**src/rtl/branch_resolve.sv**
```systemverilog
// Branch resolution unit: in-flight prediction FIFO, redirect on mispredict, predictor training.
// Optional saturating statistics counters are enabled by defining BRANCH_RESOLVE_STATS_EN.
module branch_resolve #(
   parameter int DEPTH = 4
) (
   input  logic        clk,
   input  logic        rst_n,
   input  logic        pred_valid,
   input  logic [31:0] pred_pc,
   input  logic        pred_taken,
   input  logic        pred_lpredict,
   input  logic        pred_gpredict,
   output logic        pred_ready,
   input  logic        res_valid,
   input  logic        res_taken,
   input  logic [31:0] res_target,
   output logic        mispredict,
   output logic [31:0] redirect_pc,
   output logic        upd_valid,
   output logic [31:0] upd_pc,
   output logic        upd_taken,
   output logic        upd_lcorrect,
   output logic        upd_gcorrect,
   output logic        err_underflow,
   output logic [15:0] stat_branches,
   output logic [15:0] stat_mispred
);

   localparam int AW = $clog2(DEPTH);

   typedef enum logic {
      ACTIVE  = 1'b0,
      RECOVER = 1'b1
   } state_t;

   state_t      state_q, state_d;
   logic [AW:0] wr_ptr_q, wr_ptr_d;
   logic [AW:0] rd_ptr_q, rd_ptr_d;

   // Record layout: {pc[31:0], taken, lpredict, gpredict}
   logic [34:0] fifo_mem [DEPTH];
   logic [34:0] head;

   logic        empty, full, pop, push, mis_now;
   logic [31:0] redirect_d;

   logic        mispredict_q, upd_valid_q, upd_taken_q, upd_lcorrect_q, upd_gcorrect_q;
   logic        err_underflow_q;
   logic [31:0] redirect_pc_q, upd_pc_q;

   assign head  = fifo_mem[rd_ptr_q[AW-1:0]];
   assign empty = (wr_ptr_q == rd_ptr_q);
   assign full  = (wr_ptr_q[AW] != rd_ptr_q[AW]) && (wr_ptr_q[AW-1:0] == rd_ptr_q[AW-1:0]);

   assign pop     = res_valid && !empty && (state_q == ACTIVE);
   assign mis_now = pop && (head[2] != res_taken);
   // A pop frees a slot in the same cycle, so a full queue can still take a push.
   assign pred_ready = (!full || pop) && (state_q == ACTIVE) && !mis_now;
   assign push       = pred_valid && pred_ready;

   assign redirect_d = res_taken ? res_target : (head[34:3] + 32'd4);

   always_comb begin
      state_d  = ACTIVE;
      rd_ptr_d = rd_ptr_q;
      wr_ptr_d = wr_ptr_q;
      if (pop) begin
         rd_ptr_d = rd_ptr_q + 1'b1;
      end
      if (push) begin
         wr_ptr_d = wr_ptr_q + 1'b1;
      end
      if (mis_now) begin
         // Squash everything younger than the mispredicted branch.
         wr_ptr_d = rd_ptr_q + 1'b1;
         state_d  = RECOVER;
      end
   end

   always_ff @(posedge clk) begin
      if (push) begin
         fifo_mem[wr_ptr_q[AW-1:0]] <= {pred_pc, pred_taken, pred_lpredict, pred_gpredict};
      end
   end

   always_ff @(posedge clk or negedge rst_n) begin
      if (!rst_n) begin
         state_q         <= ACTIVE;
         wr_ptr_q        <= '0;
         rd_ptr_q        <= '0;
         mispredict_q    <= 1'b0;
         upd_valid_q     <= 1'b0;
         upd_taken_q     <= 1'b0;
         upd_lcorrect_q  <= 1'b0;
         upd_gcorrect_q  <= 1'b0;
         err_underflow_q <= 1'b0;
         redirect_pc_q   <= '0;
         upd_pc_q        <= '0;
      end else begin
         state_q      <= state_d;
         wr_ptr_q     <= wr_ptr_d;
         rd_ptr_q     <= rd_ptr_d;
         upd_valid_q  <= pop;
         mispredict_q <= mis_now;
         if (pop) begin
            upd_pc_q       <= head[34:3];
            upd_taken_q    <= res_taken;
            upd_lcorrect_q <= (head[1] == res_taken);
            upd_gcorrect_q <= (head[0] == res_taken);
            redirect_pc_q  <= redirect_d;
         end
         if (res_valid && !pop) begin
            err_underflow_q <= 1'b1;
         end
      end
   end

   assign mispredict    = mispredict_q;
   assign redirect_pc   = redirect_pc_q;
   assign upd_valid     = upd_valid_q;
   assign upd_pc        = upd_pc_q;
   assign upd_taken     = upd_taken_q;
   assign upd_lcorrect  = upd_lcorrect_q;
   assign upd_gcorrect  = upd_gcorrect_q;
   assign err_underflow = err_underflow_q;

`ifdef BRANCH_RESOLVE_STATS_EN
   logic [15:0] stat_branches_q, stat_mispred_q;

   // Counted on the pop edge so the counts move together with upd_valid/mispredict.
   always_ff @(posedge clk or negedge rst_n) begin
      if (!rst_n) begin
         stat_branches_q <= '0;
         stat_mispred_q  <= '0;
      end else begin
         if (pop && (stat_branches_q != 16'hFFFF)) begin
            stat_branches_q <= stat_branches_q + 16'd1;
         end
         if (mis_now && (stat_mispred_q != 16'hFFFF)) begin
            stat_mispred_q <= stat_mispred_q + 16'd1;
         end
      end
   end

   assign stat_branches = stat_branches_q;
   assign stat_mispred  = stat_mispred_q;
`else
   assign stat_branches = 16'd0;
   assign stat_mispred  = 16'd0;
`endif

endmodule
```
**config.mk**
```make
export PLATFORM = sky130hd
export DESIGN_NAME = branch_resolve
export DESIGN_NICKNAME = d
export VERILOG_FILES = /design/src/rtl/branch_resolve.sv
export SDC_FILE = /design/constraint.sdc
export NUM_CORES = 1
export LEC_CHECK = 0
export CORE_MARGIN = 4
export CORE_UTILIZATION = 40
export CTS_CLUSTER_DIAMETER = 200
export CTS_CLUSTER_SIZE = 30
export DETAILED_ROUTE_END_ITERATION = 10
export GPL_TIMING_DRIVEN = 0
export PLACE_DENSITY = 0.65
export RECOVER_POWER = 50
export SETUP_SLACK_MARGIN = 0.2
export SYNTH_ARGS = -nofsm -noshare
export SYNTH_HDL_FRONTEND = slang
export SYNTH_SLANG_ARGS = --single-unit
```
**constraint.sdc**
```tcl
create_clock -name clk -period 7 [get_ports clk]
set_input_delay 2.1 -clock clk [delete_from_list [all_inputs] [get_ports clk]]
set_output_delay 2.1 -clock clk [all_outputs]
set_load 0.02 [all_outputs]
```
## Word-level counts from Yosys, hierarchy flattened

Memories as Yosys holds them, arrays and structs flattened.
Cells that the tools add are included.

| word-level totals | value |
|---|---|
| memories kept | 1 |
| output and inout bits | 103 |
| register bits | 77 |
| bits in read-only memories | 0 |
| bits of input ports | 72 |
| RAM bits | 140 |
| latch bits | 0 |

| operators by class | value |
|---|---|
| multiply operators | 0 |
| add/sub/neg operators | 3 |
| multiplexer cells | 6 |
| reduce and logical (&&, ||, !) cells | 14 |
| shift operators | 0 |
| magnitude comparators | 0 |
| divide/modulo/power cells | 0 |
| equal/unequal tests | 6 |
| bitwise logic cells | 1 |

Memories:

| memory | depth | width | rd ports | clocked after Yosys merged registers in | wr ports | RTL line | text |
|---|---|---|---|---|---|---|---|
| fifo_mem | 4 | 35 | 1 | 0 | 1 | 41 | `logic [34:0] fifo_mem [DEPTH];` |

Operators with widths:

| kind | count |
|---|---|
| $add A32 B3 Y32 const B | 1 |
| $mux W32 | 1 |
| $logic_and A1 B1 Y1 | 8 |
| $add A3 B1 Y3 const B | 2 |
| $mux W3 | 2 |
| $logic_not A1 Y1 | 4 |
| $eq A3 B3 Y1 | 1 |
| $mux W1 | 3 |
| $eq A1 B1 Y1 | 2 |
| $eq A2 B2 Y1 | 1 |
| $ne A1 B1 Y1 | 2 |
| $reduce_bool A2 Y1 | 1 |
| $logic_or A1 B1 Y1 | 1 |
| $not A1 Y1 | 1 |

## Longest topological paths before layout

Gate-level depths: netlist of run 1.

| depth | value |
|---|---|
| word-level depth | 10 |
| depth in mapped cells | 11 |
| depth with buffers taken out | 7 |

## Least setup slack after synthesis of run 1

OpenSTA, ideal clock, no wires.

| path | value |
|---|---|
| path kind | input -> output |
| start point | input res_taken |
| end point | output pred_ready |
| path slack | 1800 ps |
| arrival | 3100 ps |
| cell stages on the path | 4 |
| cells stage by stage | clkbuf_1 > xnor2_4 > a211oi_4 > nor2_1 |

| between the ends | value |
|---|---|
| longest elaborated chain between the ends | 4 |

RTL lines:

| item | RTL line | text |
|---|---|---|
| start: declaration | 15 | `input logic res_taken,` |
| $ne A1 B1 Y1 | 56 | `assign mis_now = pop && (head[2] != res_taken);` |
| $logic_and A1 B1 Y1 | 56 |  |
| $logic_not A1 Y1 | 58 | `assign pred_ready = (!full \|\| pop) && (state_q == ACTIVE) && !mis_now;` |
| $logic_and A1 B1 Y1 | 58 |  |
| end: declaration | 13 | `output logic pred_ready,` |

No other way between the ends.

## Final worst setup path of run 1

Same ends and word-level chain as after synthesis.

==> reports/results.md, run 1 <==
| Group | Item | Value |
|---|---|---|
| status | Status | finished with violations |
| status | Violated checks | capacitance limit, slew limit |
| setup path | Worst path top cell family by delay | buffers and inverters |
| pwr | Net switching component of the power | 1.94 mW |
| cts | Number of buffers created by CTS | 11 |
| setup path | Worst reg-to-reg path cell count | 10 |
| sta | Maximum clock frequency | 164 MHz |
| logic synthesis | Number of enable-type register cells in the synthesized netlist | 140 |
| cts | Cells resized by post-CTS repair | 0 |
| finish | Fillers | 1989 |
| placed design | Detail Placement HPWL | 16600 um |
| finish | # nets final | 924 |
| sta | Final number of hold-violating endpoints | 0 |
| sta | Endpoints failing setup | 0 |
| logic synthesis | Post-synthesis share of cell area spent on full adders, half adders and majority gates | 0.00801 |
| cts | Post-CTS Repair Setup Buffers | 0 |
| logic synthesis | Largest family of logic cells by synthesized area | simple AND/OR/NAND/NOR gates |
| detailed routing | Routed WL per cell | 19.6 um |
| placed design | Count of buffers from port buffering | 141 |
| setup path | CP startpoint kind | input pin |
| global route | First-pass GRT wire length | 34900 um |
| detailed routing | Number of vias after detailed routing | 5766 |
| logic synthesis | Count of mapped cells out of synthesis | 655 |
| logic synthesis | Post-synth cell types | 61 |
| sta | Count of pins over their slew limit | 79 |
| finish | Total non-filler cell area in the finished layout | 0.0117 sq mm |
| pwr | Total power per unit cell area | 427 mW/mm^2 |
| cts | H-tree depth reported by CTS | 1 |
| logic synthesis | Proportion of register bits with asynchronous set or reset after synthesis | 0.352 |
| global route | Pin count of the biggest net entering global routing | 42 |
| global route | Global-route congestion overflow total | 0 |
| floorplanning | Core Area | 0.0228 sq mm |
| cts | Clock transition time at the flip-flop clock pins of the worst setup and hold paths | 120 ps |
| sta | Worst slew margin | -0.485 |
| cts | Max Root-Sink Buffers | 3 |
| setup path | Origin of the critical flop-to-flop path | rd_ptr_q[0] |
| setup path | CP cell instances | clkbuf_1, xnor2_4, a211oi_4, nor2_1, clkdlybuf4s50_1 |
| pwr | Combinational Power Share | 0.477 |
| pwr | P_leak | 4.43 nW |
| run | Max_cap viols | 2 |
| setup path | Maximum cell stage delay along the critical path | 660 ps |
| detailed routing | Antenna viol nets, final | 0 |
| floorplanning | Overall die area | 0.0260 sq mm |
| cts | Number of hold buffers added after CTS | 0 |
| placed design | Placed cell areas | 0.0114 sq mm |
| pwr | Total power of the final layout | 5.00 mW |
| detailed routing | Final Routed Wirelength | 22800 um |
| finish | Layout cells sized above 1 | 0.144 |
| sta | Unrepaired setup endpoints after global routing | no |
| logic synthesis | Total of flip-flops plus latches after synthesis | 216 |
| floorplanning | Overall die height | 161 um |
| sta | Min setup slack post-route | 900 ps |
| setup path | Buf+Inv Stages, Crit Path | 2 |
| setup path | Maximum fanout count along the critical path | 9 |
| detailed routing | Via density per instance | 4.95 |
| pwr | Part of the total power dissipated in sequential elements | 0.382 |
| global route | Number of global-route vias before repair | 5869 |
| sta | Slew at the pin closest to its max-slew limit | 2230 ps |
| floorplanning | Num rows | 55 |
| pwr | Internal cell power | 3.06 mW |
| detailed routing | Drt first pass iters | 4 |
| sta | Time the final worst path needs with I/O delays and setup | 6100 ps |
| detailed routing | Drt initial violations | 414 |
| setup path | CP Data Arrival Time | 4000 ps |
| logic synthesis | Proportion of synthesized area in mux cells | 0.0909 |
| setup path | Reg2reg setup slack | 3710 ps |
| sta | Total Neg Setup Slack | 0 ps |
| logic synthesis | Synth Flop Type | sky130_fd_sc_hd__edfxtp_1 |
| logic synthesis | Simple-gate share of the synthesized area | 0.116 |
| worst hold path | Instance count along the most critical hold path | 1 |
| pwr | Net switching share of the total power | 0.388 |
| sta | Setup clock skew after layout | 48.6 ps |
| pwr | Clock share of power | 0.141 |
| logic synthesis | Post-synthesis average cell area | 14.3 sq um |
| floorplanning | Initial cell density of the core | 0.410 |
| setup path | Data required time of the worst path | 4900 ps |
| sta | Worst hold slack across all endpoints | 471 ps |
| pwr | Worst VDD drop | 183 uV |
| sta | Fin crit share | 0.871 |
| cts | Sinks on the clock net | 216 |
| logic synthesis | Sequential-to-total area share from yosys stat | 0.651 |
| logic synthesis | Compound-cell area share of the yosys netlist | 0.0450 |
| logic synthesis | Cell area after synthesis | 0.00938 sq mm |
| placed design | Routability Congestion | 0.832 |
| setup path | Category of the worst setup path capture point | primary output |
| detailed routing | Drc violations | 0 |
| worst hold path | Start point of the worst hold path | err_underflow |
| cts | Buffer type at the clock tree root | sky130_fd_sc_hd__clkbuf_16 |
| finish | Area Growth Syn to Fin | 24.7% |
| global route | Number of antenna violations at the first check in global routing | 7 |
| placed design | Worst slack, placed | 896 ps |
| cts | Clock tree from TritonCTS | done |
| floorplanning | Number of ports placed on the die boundary | 175 |
| logic synthesis | Synth warn | 0 |
| worst hold path | Worst Hold Class | register to register |
| setup path | R2r endpoint | redirect_pc[27] |
| logic synthesis | Xor and xnor area share after synthesis | 0.0346 |
| worst hold path | Hold worst-path end | err_underflow |
| floorplanning | Horiz. Die Dim | 161 um |
| setup path | Slowest stage cell on the critical path | sky130_fd_sc_hd__clkbuf_1 |
| cts | Skew-Pair Late Insertion Delay | 480 ps |
| global route | Total Routing Usage GR | 0.173 |
| setup path | Critical path type | input pin to primary output |
==> cell usage after synthesis, types with 6 or more instances <==
cell / number / area, sq um
sky130_fd_sc_hd__a21oi_1: 15 / 75.1
sky130_fd_sc_hd__and3_1: 13 / 81.3
sky130_fd_sc_hd__buf_2: 10 / 50.1
sky130_fd_sc_hd__buf_4: 41 / 308
sky130_fd_sc_hd__buf_6: 7 / 78.8
sky130_fd_sc_hd__dfrtp_1: 76 / 1900
sky130_fd_sc_hd__edfxtp_1: 140 / 4200
sky130_fd_sc_hd__ha_1: 6 / 75.1
sky130_fd_sc_hd__mux2i_1: 6 / 60.1
sky130_fd_sc_hd__mux4_2: 34 / 766
sky130_fd_sc_hd__nand2_1: 134 / 503
sky130_fd_sc_hd__nand4_1: 7 / 43.8
sky130_fd_sc_hd__nor2_1: 20 / 75.1
sky130_fd_sc_hd__o21ai_0: 15 / 75.1
sky130_fd_sc_hd__o21ai_1: 18 / 90.1
sky130_fd_sc_hd__o22ai_1: 7 / 43.8
sky130_fd_sc_hd__xnor2_1: 20 / 175
sky130_fd_sc_hd__xor2_1: 12 / 105
==> logic make-up (layout without fill, tap and decap cells) <==
logic type / Yosys count / in the layout
AO/OA/AOI/OAI: 70 / 70
XOR/XNOR: 34 / 34
adder cells (fa/ha/maj): 6 / 6
buffers and inverters: 68 / 232
flip-flops: 216 / 216
multiplexers: 41 / 41
other: 1 / 34
AND/OR/NAND/NOR: 219 / 219
==> sequential cells by signal, indices dropped and copies added, names as in the netlist <==
name,count
fifo_mem,140
upd_lcorrect,1
err_underflow,1
upd_taken,1
rd_ptr_q,3
upd_valid,1
upd_pc,32
mispredict,1
redirect_pc,32
upd_gcorrect,1
wr_ptr_q,3
==> power groups by stage <==
stage / Clock, mW / Sequential (mW) / Combinational, mW
after global routing: 0.773 / 1.95 / 2.58
after CTS: 0.727 / 1.91 / 2.45
after detailed placement: 0 / 1.94 / 2.44
after floorplan: 0 / 2.15 / 1.26
final: 0.706 / 1.91 / 2.38
after global placement: 0 / 1.94 / 2.38
==> cell type report <==
| cell class | instances | area, sq um | share of cell area |
|---|---|---|---|
| well taps | 313 | 392 | 0.0335 |
| flip-flops and latches | 216 | 6110 | 0.522 |
| inverters | 4 | 16.3 | 0.00139 |
| plain buffers | 64 | 445 | 0.0381 |
| clock inverters | 1 | 30.0 | 0.00257 |
| diodes | 2 | 5.00 | 0.000428 |
| multi-input cells | 402 | 2880 | 0.246 |
| repair buffers | 147 | 1520 | 0.130 |
| clock buffers | 16 | 294 | 0.0252 |
==> worst max path at each step <==
stage | startpoint | end | cells past startpoint
floorplan | res_taken | pred_ready | 4
global placement | rst_n | upd_pc[21] | 1
detailed placement | res_taken | pred_ready | 5
CTS | res_taken | pred_ready | 5
global route | res_taken | pred_ready | 5
finish | res_taken | pred_ready | 5
==> cells in the final DEF (no fill, tap or decap), types with 3 or more instances in the layout <==
master                              n
sky130_fd_sc_hd__a21oi_1           15
sky130_fd_sc_hd__and2_2             4
sky130_fd_sc_hd__and3_1            13
sky130_fd_sc_hd__and4_1             3
sky130_fd_sc_hd__buf_12             5
sky130_fd_sc_hd__buf_2              6
sky130_fd_sc_hd__buf_4             38
sky130_fd_sc_hd__buf_6              3
sky130_fd_sc_hd__clkbuf_1          22
sky130_fd_sc_hd__clkbuf_16         11
sky130_fd_sc_hd__clkdlybuf4s50_1  104
sky130_fd_sc_hd__conb_1            32
sky130_fd_sc_hd__dfrtp_1           76
sky130_fd_sc_hd__dlygate4sd3_1     36
sky130_fd_sc_hd__edfxtp_1         140
sky130_fd_sc_hd__ha_1               6
sky130_fd_sc_hd__mux2i_1            6
sky130_fd_sc_hd__mux4_2            34
sky130_fd_sc_hd__nand2_1          135
sky130_fd_sc_hd__nand2b_1           4
sky130_fd_sc_hd__nand3_1            5
sky130_fd_sc_hd__nand4_1            7
sky130_fd_sc_hd__nand4b_1           3
sky130_fd_sc_hd__nor2_1            20
sky130_fd_sc_hd__nor4_1             5
sky130_fd_sc_hd__o21ai_0           17
sky130_fd_sc_hd__o21ai_1           16
sky130_fd_sc_hd__o22ai_1            7
sky130_fd_sc_hd__o31a_1             3
sky130_fd_sc_hd__o31ai_1            4
sky130_fd_sc_hd__xnor2_1           20
sky130_fd_sc_hd__xor2_1            12
==> metrics by stage <==
step,utilization,instances
after floorplan,-,686
after global placement,0.494,1140
after detailed placement,0.500,1146
after CTS,0.515,1163
after global routing,0.512,1165
final,0.512,1165
==> metal layers <==
layer | vias up | wire [um] | part of all wire | GRT usage
li1 | 2699 | - | - | -
met1 | 2848 | 10200 | 0.44 | 0.242
met2 | 184 | 10700 | 0.47 | 0.281
met3 | 25 | 1690 | 0.074 | 0.0444
met4 | 10 | 249 | 0.011 | 0.0233
met5 | - | 57 | 0.0025 | 0
==> worst register-to-register path, cell delays in order (launching register included) <==
cell,delay [ps]
sky130_fd_sc_hd__dfrtp_1,470
sky130_fd_sc_hd__buf_6,220
sky130_fd_sc_hd__buf_12,180
sky130_fd_sc_hd__buf_12,160
sky130_fd_sc_hd__xor2_2,170
sky130_fd_sc_hd__nor3_2,80
sky130_fd_sc_hd__or3b_1,460
sky130_fd_sc_hd__clkinvlp_2,180
sky130_fd_sc_hd__clkbuf_1,520
sky130_fd_sc_hd__clkbuf_1,520
sky130_fd_sc_hd__a41oi_1,190
Power figures use the tool's default switching activity.
==> run 2: changes to the inputs <==
--- a/config.mk
+++ b/config.mk
@@ -5,6 +5,7 @@
 export SDC_FILE = /design/constraint.sdc
 export NUM_CORES = 1
 export LEC_CHECK = 0
+export CAP_MARGIN = 15
 export CORE_MARGIN = 4
 export CORE_UTILIZATION = 40
 export CTS_CLUSTER_DIAMETER = 200
==> reports/results.md, run 2 (synthesized netlist as in run 1, its figures left out) <==
| Group | Item | Value |
|---|---|---|
| status | Status | finished with violations |
| status | Violated checks | capacitance limit, slew limit |
| detailed routing | Drc violations | 0 |
| sta | Unrepaired setup endpoints after global routing | no |
| finish | # nets final | 924 |
| placed design | Count of buffers from port buffering | 141 |
| finish | Number of flip-flops under the largest register name | 140 |
| cts | Sinks on the clock net | 216 |
| worst hold path | Instance count along the most critical hold path | 1 |
| run | Max_cap viols | 2 |
| placed design | Detail Placement HPWL | 16600 um |
| sta | Endpoints failing setup | 0 |
| global route | Total Routing Usage GR | 0.173 |
| pwr | P_leak | 4.45 nW |
| floorplanning | Initial cell density of the core | 0.410 |
| detailed routing | Via density per instance | 4.93 |
| setup path | Slowest stage cell on the critical path | sky130_fd_sc_hd__clkbuf_1 |
| setup path | Worst reg-to-reg path cell count | 9 |
| detailed routing | Drt initial violations | 397 |
| setup path | Critical path type | input pin to primary output |
| sta | Count of pins over their slew limit | 79 |
| finish | Area Growth Syn to Fin | 25.0% |
| setup path | Maximum fanout count along the critical path | 9 |
| finish | Commonest non-fill, non-tap cell in the layout | sky130_fd_sc_hd__edfxtp_1 |
| setup path | Buf+Inv Stages, Crit Path | 2 |
| global route | Pin count of the biggest net entering global routing | 42 |
| floorplanning | Overall die area | 0.0260 sq mm |
| detailed routing | Final Routed Wirelength | 22700 um |
| floorplanning | Num rows | 55 |
| finish | Number of cells in the finished layout apart from fillers | 1166 |
| cts | Number of hold buffers added after CTS | 0 |
| cts | H-tree depth reported by CTS | 1 |
| global route | Number of global-route vias before repair | 5908 |
| sta | Slew at the pin closest to its max-slew limit | 2240 ps |
| setup path | Category of the worst setup path capture point | primary output |
| detailed routing | Number of vias after detailed routing | 5750 |
| sta | Maximum clock frequency | 165 MHz |
| placed design | # placed instances | 1146 |
| pwr | Total power per unit cell area | 427 mW/mm^2 |
| setup path | CP cell instances | clkbuf_1, xnor2_4, a211oi_4, nor2_1, clkdlybuf4s50_1 |
| global route | Global-route congestion overflow total | 0 |
| sta | Final number of hold-violating endpoints | 0 |
| cts | Buffer type at the clock tree root | sky130_fd_sc_hd__clkbuf_16 |
| sta | Total Neg Setup Slack | 0 ps |
| setup path | Worst path top cell family by delay | buffers and inverters |
| setup path | CP Data Arrival Time | 3980 ps |
| sta | Fin crit share | 0.868 |
| placed design | Routability Congestion | 0.832 |
| setup path | Reg2reg setup slack | 3790 ps |
| pwr | Worst VDD drop | 182 uV |
| setup path | Data required time of the worst path | 4900 ps |
| finish | Layout cells sized above 1 | 0.147 |
| global route | Number of antenna violations at the first check in global routing | 7 |
| sta | Time the final worst path needs with I/O delays and setup | 6080 ps |
| floorplanning | Horiz. Die Dim | 161 um |
| sta | Worst slew margin | -0.495 |
| finish | Highest-count cells in the layout ignoring fill and taps | sky130_fd_sc_hd__edfxtp_1, sky130_fd_sc_hd__nand2_1, sky130_fd_sc_hd__clkdlybuf4s50_1, sky130_fd_sc_hd__dfrtp_1, sky130_fd_sc_hd__buf_4 |
| setup path | CP startpoint kind | input pin |
| floorplanning | Number of ports placed on the die boundary | 175 |
| cts | Max Root-Sink Buffers | 3 |
| detailed routing | Drt first pass iters | 5 |
| cts | Skew-Pair Late Insertion Delay | 480 ps |
| worst hold path | Worst Hold Class | register to register |
| detailed routing | Antenna viol nets, final | 0 |
| sta | Setup clock skew after layout | 42.5 ps |
| cts | Clock transition time at the flip-flop clock pins of the worst setup and hold paths | 120 ps |
| cts | Number of buffers created by CTS | 11 |
| cts | Clock tree from TritonCTS | done |
| floorplanning | Overall die height | 161 um |
| cts | Post-CTS Repair Setup Buffers | 0 |
| cts | Cells resized by post-CTS repair | 0 |
| global route | First-pass GRT wire length | 35000 um |
| setup path | Number of cells on the critical path | 5 |
| setup path | Maximum cell stage delay along the critical path | 640 ps |
| detailed routing | Routed WL per cell | 19.5 um |
| floorplanning | Core Area | 0.0228 sq mm |
[run 2: cell count changes in the layout (fill, tap and decap cells not counted)]
cell	before	now
sky130_fd_sc_hd__clkbuf_1	22	19
sky130_fd_sc_hd__diode_2	2	3
sky130_fd_sc_hd__buf_6	3	5
sky130_fd_sc_hd__buf_2	6	4
sky130_fd_sc_hd__o21ai_1	16	14
sky130_fd_sc_hd__buf_4	38	41
sky130_fd_sc_hd__o21ai_0	17	19
[run 2: worst paths after layout]
| path | start | end |
|---|---|---|
| hold / removal | err_underflow | err_underflow |
| max in group asynchronous | rst_n | upd_pc[16] |
| min in group asynchronous | rst_n | wr_ptr_q[0] |
| hold reg to reg | err_underflow | err_underflow |
| setup reg to reg | rd_ptr_q[1] | fifo_mem[3][30] |
| setup / recovery | res_taken | pred_ready |
[run 2: final cells by class]
type                    instances  area (sq um)
clock buffers                  16           294
inverters                       4          16.3
fillers                      1972         11100
flip-flops and latches        216          6110
clock inverters                 1          30.0
plain buffers                  64           469
diodes                          3          7.51
multi-input cells             402          2880
well taps                     313           392
repair buffers                147          1520
[run 2: metrics by stage]
step                      instance area (sq um)  total power [mW]  utilization  hold WS [ps]  setup WS [ps]
after floorplan                            9490              3.41            -           500           1800
after global routing                      11700              5.32        0.513           499            833
after detailed placement                  11400              4.39        0.500           451            902
after global placement                    11300              4.32        0.494           442            894
after CTS                                 11800              5.09        0.515           479            901
final                                     11700              5.00        0.513           470            923
[run 2: worst register-to-register path: stages, from the launching register on]
cell                       delay (ps)
sky130_fd_sc_hd__dfrtp_1          380
sky130_fd_sc_hd__buf_4            200
sky130_fd_sc_hd__buf_4            240
sky130_fd_sc_hd__buf_4            230
sky130_fd_sc_hd__mux4_2           380
sky130_fd_sc_hd__xnor2_4          230
sky130_fd_sc_hd__a211oi_4         120
sky130_fd_sc_hd__nor3b_4          730
sky130_fd_sc_hd__buf_16           230
sky130_fd_sc_hd__buf_16           170
[run 2: where the power goes]
| part | internal [mW] | switching (mW) |
|---|---|---|
| clock | 0.305 | 0.397 |
| sequential | 1.74 | 0.168 |
| combinational | 1.03 | 1.37 |
[run 2: layer usage]
| layer | up-vias | track usage | share of wire |
|---|---|---|---|
| li1 | 2697 | - | - |
| met1 | 2843 | 0.244 | 0.45 |
| met2 | 176 | 0.283 | 0.47 |
| met3 | 26 | 0.0408 | 0.069 |
| met4 | 8 | 0.0237 | 0.012 |
| met5 | - | 0 | 0.0018 |
==> RTL change 1: new RTL, settings of run 1 <==
Register the input `res_target` before use, with the module's reset. The logic sees it one clock later. The other inputs are not delayed to match.
--- a/src/rtl/branch_resolve.sv
+++ b/src/rtl/branch_resolve.sv
@@ -35,2 +35,12 @@
 
+   logic [31:0] res_target_q;
+
+   always_ff @(posedge clk or negedge rst_n) begin
+      if (!rst_n) begin
+         res_target_q <= '0;
+      end else begin
+         res_target_q <= res_target;
+      end
+   end
+
    state_t      state_q, state_d;
@@ -60,3 +70,3 @@
 
-   assign redirect_d = res_taken ? res_target : (head[34:3] + 32'd4);
+   assign redirect_d = res_taken ? res_target_q : (head[34:3] + 32'd4);
 
Formal check against the unedited RTL: not equivalent (Yosys sat finds a counterexample within 4 cycles, from zero or initial values and one cycle with rst_n low).
==> RTL change 1 against run 1 <==
  * The run still ends with capacitance limit, slew limit left
  * Area after synthesis up 7.2%
  * Sequential cell count rose by 32
  * Wire length up 3.4%
  * Power rose by 5.9%
  * Utilization is 0.34 points lower
  * Synthesized cell count grew 4.4%
  * Worst setup slack worse by 51 ps
  * Design area increased by 6.7%
  * Critical path type unchanged
  * Largest cell class unchanged
==> RTL change 1: results (changes against run 1) <==
[run_status]
status=finished, violations left
violations=capacitance limit, slew limit

[grt]
grt_max_degree=62  ; +48%
antenna_found_initial=4  ; -3
grt_pass1_vias=6210  ; +5.8%
grt.total_usage_pct=17.0  ; -0.27 points
grt_pass1_wl_mm=37.0  ; +5.9%
grt_overflow=0  ; unchanged

[yosys]
synth_compound_area_share_pct=4.13  ; -0.36 points
synthAdderAreaFrac_pct=0.747  ; -0.054 points
seq_area_frac_synth_pct=68.7  ; +3.6 points
synth.distinct_cells=46  ; -25%
muxShareOfSynthArea_pct=8.69  ; -0.40 points
netlist_top_cells_area=edfxtp_1 42%, dfrtp_1 27%, mux4_2 6.9%
async_reset_ff_share_pct=43.5  ; +8.4 points
synth_top_family_by_area=simple AND/OR/NAND/NOR gates
yosys.area_share.xor_xnor_pct=3.12  ; -0.33 points
postSynthCellCount=684  ; +4.4%
synth_edf_count=140  ; unchanged
synth_commonest_cells=140 x edfxtp_1, 125 x nand2_1, 108 x dfrtp_1

[clock_tree]
clock-root-buffer=clkbuf_16
insertion_delay_ps=500  ; +20 ps
numCtsBuffers=12  ; +1
cts_resized=0  ; unchanged

[power]
power.internal_uw=3260  ; +6.5%
vdd_ir_drop_max_mv=0.175  ; -4.1%
leakage_uw=0.00477  ; +7.8%

[drt]
first_pass_iters=4  ; unchanged
drt_wl_total_mm=23.6  ; +3.4%
drt_iter0_drc=463  ; +12%
via_per_inst=4.93  ; -0.47%

[layout]
final_cells=1204  ; +3.3%
drive_gt1_share_pct=12.8  ; -1.5 points
fill_cells=2082  ; +4.7%
largest_reg_flops=140  ; unchanged
finalNetCount=954  ; +3.2%
antennaDiodeCount=0  ; -2
final_common_cell=edfxtp_1

[sta]
worstMarginPinSlew_ps=2820  ; +592 ps
skew_ps=27.7  ; -20.8 ps
final_max_slew_viol_count=48  ; -39%

[critical_path]
r2r_cells=8  ; -2
reg2reg_slack_ps=3680  ; -30 ps
worst_path_largest_cell_delay_ps=680  ; +20 ps
cp_slowest_cell=clkdlybuf4s50_1
worstPathMaxFanout=5  ; -4
r2r-end=fifo_mem[3][26]$_DFFE_PP_
endpoint=pred_ready
path_delay_family=buffers and inverters
cp.arrival_ps=4050  ; +50 ps

[flow_run]
cap_violations=1  ; -1

[placement]
place_inst=1186  ; +3.5%
gp_congestion=0.822  ; -1.2%
io_buffer_count=142  ; +0.71%
hpwl_mm=17.0  ; +2.7%

==> RTL change 1: layer usage <==
metal	share of wire (%)	vias to the layer above	track usage (%)
met5	0.20	-	0
met4	1.4	8	2.63
met3	5.8	26	3.48
met2	47	167	27.9
met1	45	2942	24.2
li1	-	2788	-
==> RTL change 1: area by class of cell <==
class	instances	share of cell area, %
Timing Repair Buffer	147	12.3
Clock buffer	16	2.53
Tap cell	324	3.25
Sequential cell	248	55.4
Multi-Input combinational cell	395	22.7
Inverter	9	0.271
Clock inverter	2	0.371
Buffer	63	3.27
==> RTL change 1: how the worst min path moves through the flow <==
stage | to | slack [ps] | cells past startpoint
final | err_underflow$_DFFE_PN0P_ | 470 | 1
after CTS | err_underflow$_DFFE_PN0P_ | 470 | 1
after floorplan | redirect_pc[20]$_DFFE_PN0P_ | 470 | 2
after global routing | upd_pc[8]$_DFFE_PN0P_ | 510 | 2
after detailed placement | err_underflow$_DFFE_PN0P_ | 450 | 1
after global placement | err_underflow$_DFFE_PN0P_ | 450 | 1
==> RTL change 1: cell families (layout without fill, tap and decap cells) <==
family / after synthesis / after routing
fa+ha+maj: 6 / 6
xor+xnor: 35 / 35
other cells: 1 / 32
compound gates: 72 / 72
mux: 42 / 42
buf+inv: 72 / 237
flops: 248 / 248
simple gates: 208 / 208
==> RTL change 1: power by group through the flow <==
stage               Clock (uW)  Sequential [uW]  Combinational [uW]
floorplan                    0             2350                1220
detailed placement           0             2150                2440
finish                     784             2110                2400
global placement             0             2150                2370
global route               858             2150                2620
CTS                        812             2110                2440
==> RTL change 1: per-stage QoR <==
stage                     hold WS (ps)  setup slack (ps)  instance area (um2)
after floorplan                    469              2120                10200
after global placement             446              -428                12000
after detailed placement           448               864                12100
after CTS                          473               841                12500
after global routing               514               779                12500
final                              467               848                12500
==> RTL change 2: new RTL, settings of run 1 <==
Made on the original files. Build with the macro `BRANCH_RESOLVE_STATS_EN` defined.
--- a/src/rtl/branch_resolve.sv
+++ b/src/rtl/branch_resolve.sv
@@ -2,2 +2,4 @@
 // Optional saturating statistics counters are enabled by defining BRANCH_RESOLVE_STATS_EN.
+`define BRANCH_RESOLVE_STATS_EN
+
 module branch_resolve #(
Function: changed (a bounded check fails within 4 cycles, from zero or initial values and one cycle with rst_n low).
==> RTL change 2 against run 1 <==
  * Sequential cell count up 32
  * Non-clock buffer count fell by 1
  * Critical path depth unchanged
  * Sequential power is 16% higher
  * Design area increased by 11%
  * Area after synthesis rose by 11%
  * Utilization is 0.073 points higher
  * Global-route usage up 1.1 points
  * Critical endpoint unchanged
  * The flow still finishes with violations (capacitance limit, slew limit)
  * Wire length up 15%
  * Power is 12% higher
  * Worst setup slack improved by 300 ps
  * Critical path type unchanged
  * Combinational power is 8% higher
  * Highest routed layer unchanged
==> RTL change 2: results (changes against run 1) <==
[sta]
skew_ps=33.0  ; -15.6 ps
final_max_slew_viol_count=111  ; +41%
max_slew_margin_pct=-34.4  ; +14 points

[placement]
io_buffer_count=173  ; +23%
hpwl_mm=18.9  ; +14%
gp_congestion=0.758  ; -8.9%

[critical_path]
r2r-end=upd_pc[11]$_DFFE_PN0P_
cp.arrival_ps=3700  ; -300 ps
reg2reg_slack_ps=3320  ; -390 ps
cp_slowest_cell=clkdlybuf4s50_1
r2r_cells=8  ; -2

[layout]
fill_cells=2148  ; +8.0%
finalNetCount=1018  ; +10%
final_cells=1276  ; +9.5%
drive_gt1_share_pct=8.37  ; -6.0 points

[run_status]
violations=capacitance limit, slew limit
status=finished, violations left

[yosys]
muxShareOfSynthArea_pct=8.55  ; -0.53 points
ys_warn_count=0  ; unchanged
postSynthCellCount=746  ; +14%
async_reset_ff_share_pct=43.5  ; +8.4 points
synthAdderAreaFrac_pct=0.965  ; +0.16 points
synth.distinct_cells=50  ; -18%
synth_commonest_cells=144 x nand2_1, 140 x edfxtp_1, 108 x dfrtp_1
yosys.area_share.xor_xnor_pct=6.00  ; +2.5 points
seq_area_frac_synth_pct=66.6  ; +1.5 points
netlist_top_cells_area=edfxtp_1 41%, dfrtp_1 26%, mux4_2 7.4%
synth_compound_area_share_pct=3.87  ; -0.62 points

[grt]
grt_max_degree=77  ; +83%
grt.total_usage_pct=18.3  ; +1.1 points
antenna_found_initial=3  ; -4
grt_pass1_vias=6915  ; +18%
grt_pass1_wl_mm=40.8  ; +17%

[drt]
dr_total_vias=6690  ; +16%
drt_iter0_drc=527  ; +27%

[power]
power.switching_uw=2200  ; +13%
vdd_ir_drop_max_mv=0.213  ; +17%
leakage_uw=0.00491  ; +11%

[flow_run]
cap_violations=2  ; unchanged

[clock_tree]
numCtsBuffers=12  ; +1

-- RTL change 2: cell types whose count changed in the layout (fill, tap and decap cells not counted), sizes merged, moves of 8 or more --
cell | run 1 | this run
a21oi | 15 | 27
buf | 54 | 18
conb | 32 | 0
dfrtp | 76 | 108
dlygate4sd3 | 36 | 73
nand2 | 136 | 144
nand3 | 7 | 29
nor2 | 22 | 31
o21ai | 33 | 22
xnor2 | 21 | 37
xor2 | 13 | 34
-- RTL change 2: power groups by stage --
stage	clock (uW)	sequential, uW	combinational (uW)
2_1_floorplan	0	2490	1320
3_3_place_gp	0	2260	2600
3_5_place_dp	0	2260	2670
4_1_cts	835	2230	2680
5_1_grt	888	2270	2830
6_report	808	2220	2580
-- RTL change 2: worst max-delay path by stage --
stage / from / to / cells past startpoint
final: res_valid / pred_ready / 5
after detailed placement: res_taken / pred_ready / 6
after CTS: res_taken / pred_ready / 6
after global placement: rst_n / upd_pc[16]$_DFFE_PN0P_ / 1
after global routing: res_taken / pred_ready / 6
after floorplan: res_taken / pred_ready / 5
-- RTL change 2: worst max-delay path, delay by kind of cell --
kind                   cells  cell delay [ps]
AO/OA/AOI/OAI              2              230
buffers and inverters      2             1280
AND/OR/NAND/NOR            1               90
-- RTL change 2: logic make-up (layout without fill, tap and decap cells) --
| family | count (synthesis) | in the layout |
|---|---|---|
| adder cells (fa/ha/maj) | 8 | 8 |
| buffers and inverters | 37 | 235 |
| AO/OA/AOI/OAI | 69 | 69 |
| multiplexers | 44 | 44 |
| other | 0 | 2 |
| XOR/XNOR | 71 | 71 |
| AND/OR/NAND/NOR | 269 | 269 |
| flip-flops | 248 | 248 |
-- RTL change 2: layout make-up --
cell class	count	area, um2	area share (%)
antenna	2	5.00	0.0386
multi-input combinational	461	3290	25.3
clock buffer	19	348	2.68
tap	330	413	3.18
inverter	5	18.8	0.145
clock inverter	1	30.0	0.231
sequential	248	6910	53.2
timing repair buffer	178	1810	14.0
buffer	32	158	1.21
-- RTL change 2: stage by stage --
step | setup WS [ps] | hold slack [ps] | instance area, um2
global placement | -589 | 439 | 12500
detailed placement | 1220 | 454 | 12600
CTS | 1220 | 482 | 13000
global route | 1050 | 506 | 13000
finish | 1200 | 478 | 13000
floorplan | 1940 | 534 | 10400
-- RTL change 2: per-layer routing --
metal | routed length (um) | vias to the layer above | global-route usage [%] | part of all wire (%)
met5 | 12 | - | 0.522 | 0.046
met4 | 423 | 2 | 3.29 | 1.6
met3 | 1570 | 27 | 3.13 | 6.0
met2 | 12800 | 202 | 30.7 | 49
met1 | 11400 | 3376 | 25.7 | 44
li1 | - | 3083 | - | -
